$ cat src/rtl/id_branch_unit_pkg.sv
// rv32i_types: opcode, funct3, ALU-op and mux-select encodings plus the
// decode-stage control word shared by the ID branch unit and its neighbours.
package rv32i_types;

  typedef enum logic [6:0] {
    op_lui   = 7'b0110111,
    op_auipc = 7'b0010111,
    op_jal   = 7'b1101111,
    op_jalr  = 7'b1100111,
    op_br    = 7'b1100011,
    op_load  = 7'b0000011,
    op_store = 7'b0100011,
    op_imm   = 7'b0010011,
    op_reg   = 7'b0110011,
    op_csr   = 7'b1110011
  } rv32i_opcode;

  typedef enum logic [2:0] {
    beq  = 3'b000,
    bne  = 3'b001,
    blt  = 3'b100,
    bge  = 3'b101,
    bltu = 3'b110,
    bgeu = 3'b111
  } branch_funct3_t;

  typedef enum logic [2:0] {
    f3_add  = 3'b000,
    f3_sll  = 3'b001,
    f3_slt  = 3'b010,
    f3_sltu = 3'b011,
    f3_xor  = 3'b100,
    f3_sr   = 3'b101,
    f3_or   = 3'b110,
    f3_and  = 3'b111
  } arith_funct3_t;

  typedef enum logic [2:0] {
    alu_add = 3'b000,
    alu_sll = 3'b001,
    alu_sra = 3'b010,
    alu_sub = 3'b011,
    alu_xor = 3'b100,
    alu_srl = 3'b101,
    alu_or  = 3'b110,
    alu_and = 3'b111
  } alu_ops;

  typedef enum logic [1:0] {
    pcmux_pc_plus4    = 2'b00,
    pcmux_br_target   = 2'b01,
    pcmux_jalr_target = 2'b10
  } pcmux_sel_t;

  typedef enum logic {
    cmpmux_rs2   = 1'b0,
    cmpmux_i_imm = 1'b1
  } cmpmux_sel_t;

  typedef enum logic {
    alumux1_rs1 = 1'b0,
    alumux1_pc  = 1'b1
  } alumux1_sel_t;

  typedef enum logic [2:0] {
    alumux2_i_imm = 3'd0,
    alumux2_u_imm = 3'd1,
    alumux2_b_imm = 3'd2,
    alumux2_s_imm = 3'd3,
    alumux2_j_imm = 3'd4,
    alumux2_rs2   = 3'd5
  } alumux2_sel_t;

  typedef enum logic [3:0] {
    rf_alu_out  = 4'd0,
    rf_br_en    = 4'd1,
    rf_u_imm    = 4'd2,
    rf_lw       = 4'd3,
    rf_pc_plus4 = 4'd4,
    rf_lb       = 4'd5,
    rf_lbu      = 4'd6,
    rf_lh       = 4'd7,
    rf_lhu      = 4'd8
  } regfilemux_sel_t;

  // opcode and cmpop stay plain vectors: they carry raw instruction bits,
  // which may be values outside the enums above.
  typedef struct packed {
    logic [6:0]      opcode;
    alu_ops          aluop;
    logic [2:0]      cmpop;
    cmpmux_sel_t     cmpmux_sel;
    alumux1_sel_t    alumux1_sel;
    alumux2_sel_t    alumux2_sel;
    regfilemux_sel_t regfilemux_sel;
    pcmux_sel_t      pcmux_sel;
    logic            load_regfile;
    logic            mem_read;
    logic            mem_write;
    logic [3:0]      mem_byte_en;
  } rv32i_control_word;

  localparam logic [31:0] PC_STEP = 32'd4;

endpackage

$ cat src/rtl/id_branch_unit_if.sv
// id_branch_unit_if: IF/ID operands in, control word, next-PC and branch
// statistics out. The slave modport is the branch unit's view.
interface id_branch_unit_if;
  import rv32i_types::*;

  logic [31:0]       instr_i;
  logic [31:0]       pc_i;
  logic [31:0]       rs1_val_i;
  logic [31:0]       rs2_val_i;
  logic              br_pred_i;
  logic              bubble_i;
  logic              stall_i;

  rv32i_control_word ctrl_o;
  logic              br_en_o;
  logic [31:0]       target_o;
  pcmux_sel_t        pcmux_sel_o;
  logic              flush_o;
  logic              halt_o;
  logic [31:0]       stat_br_o;
  logic [31:0]       stat_jal_o;
  logic [31:0]       stat_jalr_o;
  logic [31:0]       stat_br_miss_o;
  logic [31:0]       stat_jal_miss_o;
  logic [31:0]       stat_jalr_miss_o;

  modport master (
    output instr_i, pc_i, rs1_val_i, rs2_val_i, br_pred_i, bubble_i, stall_i,
    input  ctrl_o, br_en_o, target_o, pcmux_sel_o, flush_o, halt_o,
    input  stat_br_o, stat_jal_o, stat_jalr_o,
    input  stat_br_miss_o, stat_jal_miss_o, stat_jalr_miss_o
  );

  modport slave (
    input  instr_i, pc_i, rs1_val_i, rs2_val_i, br_pred_i, bubble_i, stall_i,
    output ctrl_o, br_en_o, target_o, pcmux_sel_o, flush_o, halt_o,
    output stat_br_o, stat_jal_o, stat_jalr_o,
    output stat_br_miss_o, stat_jal_miss_o, stat_jalr_miss_o
  );

endinterface

$ cat src/rtl/id_branch_unit_branch_cmp.sv
// branch_cmp: pure comparator. Undefined cmpop encodings (010, 011) never
// report a taken condition.
module branch_cmp
  import rv32i_types::*;
(
  input  logic [2:0]  cmpop,
  input  logic [31:0] a,
  input  logic [31:0] b,
  output logic        br_en
);

  // Evaluate the selected relation between a and b
  always_comb begin
    case (cmpop)
      beq:     br_en = (a == b);
      bne:     br_en = (a != b);
      blt:     br_en = ($signed(a) <  $signed(b));
      bge:     br_en = ($signed(a) >= $signed(b));
      bltu:    br_en = (a <  b);
      bgeu:    br_en = (a >= b);
      default: br_en = 1'b0;
    endcase
  end

endmodule

$ cat src/rtl/id_branch_unit.sv
// id_branch_unit: ID-stage decode, bubble override, branch compare and
// next-PC resolution. All of that is combinational; the only state is the
// optional branch statistics, built when ID_BRANCH_STATS_EN is defined and
// otherwise tied to zero.
module id_branch_unit
  import rv32i_types::*;
(
  input  logic            clk,
  input  logic            rst,
  id_branch_unit_if.slave bus
);

  logic [31:0]       instr;
  logic [31:0]       pc;
  logic [31:0]       rs1;
  logic [31:0]       rs2;
  logic [6:0]        opcode;
  logic [2:0]        funct3;
  logic              funct7_5;
  logic [31:0]       i_imm;
  logic [31:0]       s_imm;
  logic [31:0]       b_imm;
  logic [31:0]       u_imm;
  logic [31:0]       j_imm;
  rv32i_control_word ctrl_dec;
  rv32i_control_word ctrl;
  logic [31:0]       cmp_b;
  logic              br_en;
  logic [31:0]       target;
  pcmux_sel_t        pcmux_sel;
  logic              flush;
  logic              halt;

  assign instr    = bus.instr_i;
  assign pc       = bus.pc_i;
  assign rs1      = bus.rs1_val_i;
  assign rs2      = bus.rs2_val_i;
  assign opcode   = instr[6:0];
  assign funct3   = instr[14:12];
  assign funct7_5 = instr[30];

  assign i_imm = {{20{instr[31]}}, instr[31:20]};
  assign s_imm = {{20{instr[31]}}, instr[31:25], instr[11:7]};
  assign b_imm = {{19{instr[31]}}, instr[31], instr[7], instr[30:25], instr[11:8], 1'b0};
  assign u_imm = {instr[31:12], 12'h000};
  assign j_imm = {{11{instr[31]}}, instr[31], instr[19:12], instr[20], instr[30:21], 1'b0};

  // Decode the raw instruction into a control word
  always_comb begin
    ctrl_dec        = '0;
    ctrl_dec.opcode = opcode;
    case (opcode)
      op_lui: begin
        ctrl_dec.load_regfile   = 1'b1;
        ctrl_dec.regfilemux_sel = rf_u_imm;
      end
      op_auipc: begin
        ctrl_dec.aluop        = alu_add;
        ctrl_dec.alumux1_sel  = alumux1_pc;
        ctrl_dec.alumux2_sel  = alumux2_u_imm;
        ctrl_dec.load_regfile = 1'b1;
      end
      op_jal, op_jalr: begin
        ctrl_dec.load_regfile   = 1'b1;
        ctrl_dec.regfilemux_sel = rf_pc_plus4;
      end
      op_br: begin
        ctrl_dec.cmpop = funct3;
      end
      op_load: begin
        ctrl_dec.aluop        = alu_add;
        ctrl_dec.alumux2_sel  = alumux2_i_imm;
        ctrl_dec.mem_read     = 1'b1;
        ctrl_dec.load_regfile = 1'b1;
        case (funct3)
          3'b000:  ctrl_dec.regfilemux_sel = rf_lb;
          3'b001:  ctrl_dec.regfilemux_sel = rf_lh;
          3'b010:  ctrl_dec.regfilemux_sel = rf_lw;
          3'b100:  ctrl_dec.regfilemux_sel = rf_lbu;
          3'b101:  ctrl_dec.regfilemux_sel = rf_lhu;
          default: ctrl_dec.regfilemux_sel = rf_alu_out;
        endcase
      end
      op_store: begin
        ctrl_dec.aluop       = alu_add;
        ctrl_dec.alumux2_sel = alumux2_s_imm;
        ctrl_dec.mem_write   = 1'b1;
        case (funct3)
          3'b000:  ctrl_dec.mem_byte_en = 4'b0001;
          3'b001:  ctrl_dec.mem_byte_en = 4'b0011;
          3'b010:  ctrl_dec.mem_byte_en = 4'b1111;
          default: ctrl_dec.mem_byte_en = 4'b0000;
        endcase
      end
      op_imm: begin
        ctrl_dec.aluop        = alu_ops'(funct3);
        ctrl_dec.alumux2_sel  = alumux2_i_imm;
        ctrl_dec.load_regfile = 1'b1;
        case (funct3)
          f3_sr: begin
            if (funct7_5) ctrl_dec.aluop = alu_sra;
          end
          f3_slt: begin
            ctrl_dec.cmpop          = blt;
            ctrl_dec.cmpmux_sel     = cmpmux_i_imm;
            ctrl_dec.regfilemux_sel = rf_br_en;
          end
          f3_sltu: begin
            ctrl_dec.cmpop          = bltu;
            ctrl_dec.cmpmux_sel     = cmpmux_i_imm;
            ctrl_dec.regfilemux_sel = rf_br_en;
          end
          default: ;
        endcase
      end
      op_reg: begin
        ctrl_dec.aluop        = alu_ops'(funct3);
        ctrl_dec.alumux2_sel  = alumux2_rs2;
        ctrl_dec.load_regfile = 1'b1;
        case (funct3)
          f3_add: begin
            if (funct7_5) ctrl_dec.aluop = alu_sub;
          end
          f3_sr: begin
            if (funct7_5) ctrl_dec.aluop = alu_sra;
          end
          f3_slt: begin
            ctrl_dec.cmpop          = blt;
            ctrl_dec.cmpmux_sel     = cmpmux_rs2;
            ctrl_dec.regfilemux_sel = rf_br_en;
          end
          f3_sltu: begin
            ctrl_dec.cmpop          = bltu;
            ctrl_dec.cmpmux_sel     = cmpmux_rs2;
            ctrl_dec.regfilemux_sel = rf_br_en;
          end
          default: ;
        endcase
      end
      default: ;
    endcase
  end

  // Replace the decoded word with a side-effect-free NOP when bubbling
  always_comb begin
    ctrl = ctrl_dec;
    if (bus.bubble_i) begin
      ctrl.opcode         = op_csr;
      ctrl.load_regfile   = 1'b0;
      ctrl.mem_read       = 1'b0;
      ctrl.mem_write      = 1'b0;
      ctrl.mem_byte_en    = 4'b0000;
      ctrl.regfilemux_sel = rf_alu_out;
      ctrl.alumux1_sel    = alumux1_rs1;
      ctrl.alumux2_sel    = alumux2_rs2;
      ctrl.pcmux_sel      = pcmux_pc_plus4;
    end
  end

  assign cmp_b = (ctrl.cmpmux_sel == cmpmux_i_imm) ? i_imm : rs2;

  branch_cmp u_cmp (
    .cmpop (ctrl.cmpop),
    .a     (rs1),
    .b     (cmp_b),
    .br_en (br_en)
  );

  // Next PC follows the raw opcode so a bubbled slot still steers fetch
  always_comb begin
    target    = pc + PC_STEP;
    pcmux_sel = pcmux_pc_plus4;
    case (opcode)
      op_br: begin
        if (br_en) begin
          target    = pc + b_imm;
          pcmux_sel = pcmux_br_target;
        end
      end
      op_jal: begin
        target    = pc + j_imm;
        pcmux_sel = pcmux_br_target;
      end
      op_jalr: begin
        target    = (rs1 + i_imm) & 32'hFFFF_FFFE;
        pcmux_sel = pcmux_jalr_target;
      end
      default: ;
    endcase
  end

  // Flag a misprediction against the IF guess; bubbles never flush
  always_comb begin
    flush = 1'b0;
    case (ctrl.opcode)
      op_br:           flush = br_en ^ bus.br_pred_i;
      op_jal, op_jalr: flush = ~bus.br_pred_i;
      default: ;
    endcase
  end

  assign halt = (ctrl.opcode == op_br) && br_en && (target == pc) && !rst;

  assign bus.ctrl_o      = ctrl;
  assign bus.br_en_o     = br_en;
  assign bus.target_o    = target;
  assign bus.pcmux_sel_o = pcmux_sel;
  assign bus.flush_o     = flush;
  assign bus.halt_o      = halt;

`ifdef ID_BRANCH_STATS_EN
  logic        is_br;
  logic        is_jal;
  logic        is_jalr;
  logic [31:0] cnt_br;
  logic [31:0] cnt_jal;
  logic [31:0] cnt_jalr;
  logic [31:0] miss_br;
  logic [31:0] miss_jal;
  logic [31:0] miss_jalr;

  assign is_br   = (ctrl.opcode == op_br);
  assign is_jal  = (ctrl.opcode == op_jal);
  assign is_jalr = (ctrl.opcode == op_jalr);

  // Tally executed and flushed transfers; reset wins, stall freezes
  always_ff @(posedge clk) begin
    if (rst) begin
      cnt_br    <= '0;
      cnt_jal   <= '0;
      cnt_jalr  <= '0;
      miss_br   <= '0;
      miss_jal  <= '0;
      miss_jalr <= '0;
    end else if (!bus.stall_i) begin
      if (is_br)             cnt_br    <= cnt_br + 32'd1;
      if (is_jal)            cnt_jal   <= cnt_jal + 32'd1;
      if (is_jalr)           cnt_jalr  <= cnt_jalr + 32'd1;
      if (is_br && flush)    miss_br   <= miss_br + 32'd1;
      if (is_jal && flush)   miss_jal  <= miss_jal + 32'd1;
      if (is_jalr && flush)  miss_jalr <= miss_jalr + 32'd1;
    end
  end

  assign bus.stat_br_o        = cnt_br;
  assign bus.stat_jal_o       = cnt_jal;
  assign bus.stat_jalr_o      = cnt_jalr;
  assign bus.stat_br_miss_o   = miss_br;
  assign bus.stat_jal_miss_o  = miss_jal;
  assign bus.stat_jalr_miss_o = miss_jalr;
`else
  // Without statistics the clock and stall have no consumer here.
  logic unused_stats;
  assign unused_stats = ^{clk, bus.stall_i};

  assign bus.stat_br_o        = '0;
  assign bus.stat_jal_o       = '0;
  assign bus.stat_jalr_o      = '0;
  assign bus.stat_br_miss_o   = '0;
  assign bus.stat_jal_miss_o  = '0;
  assign bus.stat_jalr_miss_o = '0;
`endif

endmodule

$ cat src/flat_wrapper.sv
// flat-port wrapper written by rule: the top's interface ports become plain ports
module id_branch_unit_flat import rv32i_types::*;
  (clk, rst, bus_instr_i, bus_pc_i, bus_rs1_val_i, bus_rs2_val_i, bus_br_pred_i, bus_bubble_i, bus_stall_i, bus_ctrl_o, bus_br_en_o, bus_target_o, bus_pcmux_sel_o, bus_flush_o, bus_halt_o, bus_stat_br_o, bus_stat_jal_o, bus_stat_jalr_o, bus_stat_br_miss_o, bus_stat_jal_miss_o, bus_stat_jalr_miss_o);
  id_branch_unit_if bus_i ();
  input  logic clk;
  input  logic rst;
  input wire logic [$bits(bus_i.instr_i)-1:0] bus_instr_i;
  input wire logic [$bits(bus_i.pc_i)-1:0] bus_pc_i;
  input wire logic [$bits(bus_i.rs1_val_i)-1:0] bus_rs1_val_i;
  input wire logic [$bits(bus_i.rs2_val_i)-1:0] bus_rs2_val_i;
  input wire logic [$bits(bus_i.br_pred_i)-1:0] bus_br_pred_i;
  input wire logic [$bits(bus_i.bubble_i)-1:0] bus_bubble_i;
  input wire logic [$bits(bus_i.stall_i)-1:0] bus_stall_i;
  output wire logic [$bits(bus_i.ctrl_o)-1:0] bus_ctrl_o;
  output wire logic [$bits(bus_i.br_en_o)-1:0] bus_br_en_o;
  output wire logic [$bits(bus_i.target_o)-1:0] bus_target_o;
  output wire logic [$bits(bus_i.pcmux_sel_o)-1:0] bus_pcmux_sel_o;
  output wire logic [$bits(bus_i.flush_o)-1:0] bus_flush_o;
  output wire logic [$bits(bus_i.halt_o)-1:0] bus_halt_o;
  output wire logic [$bits(bus_i.stat_br_o)-1:0] bus_stat_br_o;
  output wire logic [$bits(bus_i.stat_jal_o)-1:0] bus_stat_jal_o;
  output wire logic [$bits(bus_i.stat_jalr_o)-1:0] bus_stat_jalr_o;
  output wire logic [$bits(bus_i.stat_br_miss_o)-1:0] bus_stat_br_miss_o;
  output wire logic [$bits(bus_i.stat_jal_miss_o)-1:0] bus_stat_jal_miss_o;
  output wire logic [$bits(bus_i.stat_jalr_miss_o)-1:0] bus_stat_jalr_miss_o;
  assign bus_i.instr_i = bus_instr_i;
  assign bus_i.pc_i = bus_pc_i;
  assign bus_i.rs1_val_i = bus_rs1_val_i;
  assign bus_i.rs2_val_i = bus_rs2_val_i;
  assign bus_i.br_pred_i = bus_br_pred_i;
  assign bus_i.bubble_i = bus_bubble_i;
  assign bus_i.stall_i = bus_stall_i;
  assign bus_ctrl_o = bus_i.ctrl_o;
  assign bus_br_en_o = bus_i.br_en_o;
  assign bus_target_o = bus_i.target_o;
  assign bus_pcmux_sel_o = bus_i.pcmux_sel_o;
  assign bus_flush_o = bus_i.flush_o;
  assign bus_halt_o = bus_i.halt_o;
  assign bus_stat_br_o = bus_i.stat_br_o;
  assign bus_stat_jal_o = bus_i.stat_jal_o;
  assign bus_stat_jalr_o = bus_i.stat_jalr_o;
  assign bus_stat_br_miss_o = bus_i.stat_br_miss_o;
  assign bus_stat_jal_miss_o = bus_i.stat_jal_miss_o;
  assign bus_stat_jalr_miss_o = bus_i.stat_jalr_miss_o;
  id_branch_unit u_core (.clk(clk), .rst(rst), .bus(bus_i));
endmodule
$ cat config.mk
export PLATFORM = sky130hd
export DESIGN_NAME = id_branch_unit_flat
export DESIGN_NICKNAME = d
export VERILOG_FILES = /design/src/rtl/id_branch_unit_pkg.sv /design/src/rtl/id_branch_unit_if.sv /design/src/rtl/id_branch_unit_branch_cmp.sv /design/src/rtl/id_branch_unit.sv /design/src/flat_wrapper.sv
export SDC_FILE = /design/constraint.sdc
export NUM_CORES = 1
export LEC_CHECK = 0
export CORE_UTILIZATION = 35
export DETAILED_ROUTE_END_ITERATION = 12
export DONT_BUFFER_PORTS = 1
export GPL_TIMING_DRIVEN = 0
export MAX_ROUTING_LAYER = met4
export SKIP_LAST_GASP = 1
export SYNTH_ARGS = -nofsm -noshare
export SYNTH_HDL_FRONTEND = slang
export SYNTH_SLANG_ARGS = --single-unit
$ cat constraint.sdc
create_clock -name vclk -period 9.7
set_clock_uncertainty 0.2 [all_clocks]
set_input_delay 1.94 -clock vclk [all_inputs]
set_output_delay 1.94 -clock vclk [all_outputs]
set_load 0.02 [all_outputs]
==> flow_summary.toml, run 1 <==
[worst_setup_path]
cp-start-kind = "input pin"
crit_required_ns = 7.56
arrival_ns = 7.46
worstSetupPathType = "input pin to output port"
setup.worst_path.end_class = "output port"
path_cells = "nand4bb_1, buf_4, or3_4, inv_4, and2_4, buf_6, a21oi_1, ha_1, nand4_1, or4_4, or3_4, xnor2_2, a21o_4, a22oi_4, inv_2, a221o_1, a32oi_4, xnor2_2, o2111ai_4, or4_4, nor4_4"
crit_path_max_incr_delay_ns = 0.61
crit_slowest_cell = "or4_4"
critPathTopFamily = "simple AND/OR/NAND/NOR gates"
critPathBufInv = 4
path_max_fanout = 9

[floorplan]
core.rowCount = 61
initial_utilization = 0.356
ioPinCount = 393
die_y_um = 170
core_area_mm2 = 0.0278
dieArea_mm2 = 0.0289
die_w_um = 170

[placement]
port_buffers = 0
preCtsSetupSlack_ns = -1.89
place_area_mm2 = 0.0111
place.gp.congestion = 0.971
dpl.hpwl_mm = 35.2

[grt]
grt_util_all_layers = 0.283
grt_pass1_vias = 9930
grt_antenna_before_repair = 0
grt_max_degree = 43
grt_overflow = 0
grt_pass1_wl_mm = 61.1

[sta]
hold_slack_ns = 3.78
hold_viol = 0
maxSlewHeadroom = 0.206
min_period_over_period = 0.989
worst_pin_slew_ns = 1.17
slew_violations = 0
worst_slack_ns = 0.104
timing.fmax_ghz = 0.104
post-route-min-period_ns = 9.60
setup-violations-final = 0

[final_layout]
final_common_cell = "buf_4"
final_cell_area_mm2 = 0.0115
finalNetCount = 1922
clockBufferCount = 0
final_cell_mix = "buf_4, conb_1, a21oi_1"
drive_above_1_share = 0.175
seqCellArea_um2 = 0
flops_and_latches = 0
n_antenna_cell = 0
syn2layout_area_growth_pct = 16.4

[hold_path]
min_path_type = "input pin to output port"
hold_path_depth = 1
holdPathEnd = "bus_ctrl_o[26]"
min-delay-start = "bus_bubble_i"

[route]
vias = 11218
viasPerCell = 5.46
wirelength_mm = 41.9
route.detailed.drc = 0
routedWlPerCell_um = 20.4
first_iter_violations = 970
ant_nets = 0
drt_pre_antenna_iters = 5

[flow_run]
drv_cap = 0

[power]
design_power_total_uw = 639
ir_drop_v = 0.0000255
power.density_mw_per_mm2 = 55.4
total_leakage_power_nw = 5.29

[synthesis]
syn_inst = 1469
avgSynthCellArea_um2 = 6.74
seq_area_frac_synth = 0
yosys.cell_types.count = 93
synthDominantCellAreaShare = 0.148
synth_area_leaders = "buf_4, ha_1, a21oi_1"
synth_area_mm2 = 0.00989
yosysTopAreaCell = "buf_4"
yosysWarnings = 0

[run_status]
outcome = "complete, no violations"
area by class of cell:
cell class | count | area [um^2]
Fill cell | 3007 | 16300
Inverter | 33 | 126
Buffer | 262 | 1780
Tap cell | 378 | 473
Multi-Input combinational cell | 1364 | 8990
Timing Repair Buffer | 19 | 153
cells by family after synthesis:
family	synth area share
AO/OA/AOI/OAI	0.308
AND/OR/NAND/NOR	0.243
buffers and inverters	0.188
adder cells (fa/ha/maj)	0.140
XOR/XNOR	0.0937
multiplexers	0.0271
other	0.000379
where the power goes:
| part | internal [mW] | switching, mW |
|---|---|---|
| Clock | 0 | 0 |
| Combinational | 0.241 | 0.398 |
| Sequential | 0 | 0 |
synthesized netlist by cell type (16+ instances only):
master,instances
buf_4,195
a21oi_1,146
nand2_1,114
nor2_1,108
ha_1,106
o21ai_0,83
clkbuf_1,62
xnor2_1,55
xor2_1,49
nand3_1,34
nor3_1,34
inv_1,32
nand4_1,32
a21o_1,28
a211oi_1,26
o211ai_1,24
a31oi_1,21
mux2i_1,20
nor2b_1,20
o21a_1,18
and3_1,16
what timing repair did:
action / 4_1_cts / 5_1_grt
buffers inserted: 9 / 9
gates resized for setup: 35 / 28
pin swaps: 15 / 25
endpoints found under the setup margin: 15 / 1
hold buffers: 0 / 0
through the flow:
stage,TNS (ns),utilization,std cells
after detailed placement,-5.17,0.400,2041
after CTS,0,0.408,2047
final,0,0.415,2056
after global routing,-0.0172,0.415,2056
after floorplan,0,-,1662
after global placement,-4.97,0.400,2040
how the worst max path moves through the flow:
stage / from / to / cells after the start
floorplan: bus_instr_i[13] / bus_halt_o / 22
global placement: bus_instr_i[13] / bus_halt_o / 21
detailed placement: bus_instr_i[13] / bus_halt_o / 21
CTS: bus_instr_i[13] / bus_halt_o / 23
global route: bus_instr_i[2] / bus_halt_o / 21
finish: bus_instr_i[2] / bus_halt_o / 21
routing by layer:
| layer | track usage | part of all wire | vias to the layer above | wire length, um |
|---|---|---|---|---|
| li1 | - | - | 5473 | - |
| met1 | 0.359 | 0.42 | 5172 | 17600 |
| met2 | 0.467 | 0.46 | 522 | 19300 |
| met3 | 0.0493 | 0.096 | 51 | 4020 |
| met4 | 0.0568 | 0.023 | 0 | 956 |
| met5 | - | 0 | - | 0 |
No activity file was read; power rests on OpenSTA's default activity.
==> run 2: changes to the inputs <==
--- a/config.mk
+++ b/config.mk
@@ -10,7 +10,6 @@
 export DONT_BUFFER_PORTS = 1
 export GPL_TIMING_DRIVEN = 0
 export MAX_ROUTING_LAYER = met4
-export SKIP_LAST_GASP = 1
 export SYNTH_ARGS = -nofsm -noshare
 export SYNTH_HDL_FRONTEND = slang
 export SYNTH_SLANG_ARGS = --single-unit
==> results of run 2 <==
No change in the layout: final DEF, timing and power equal those of run 1.
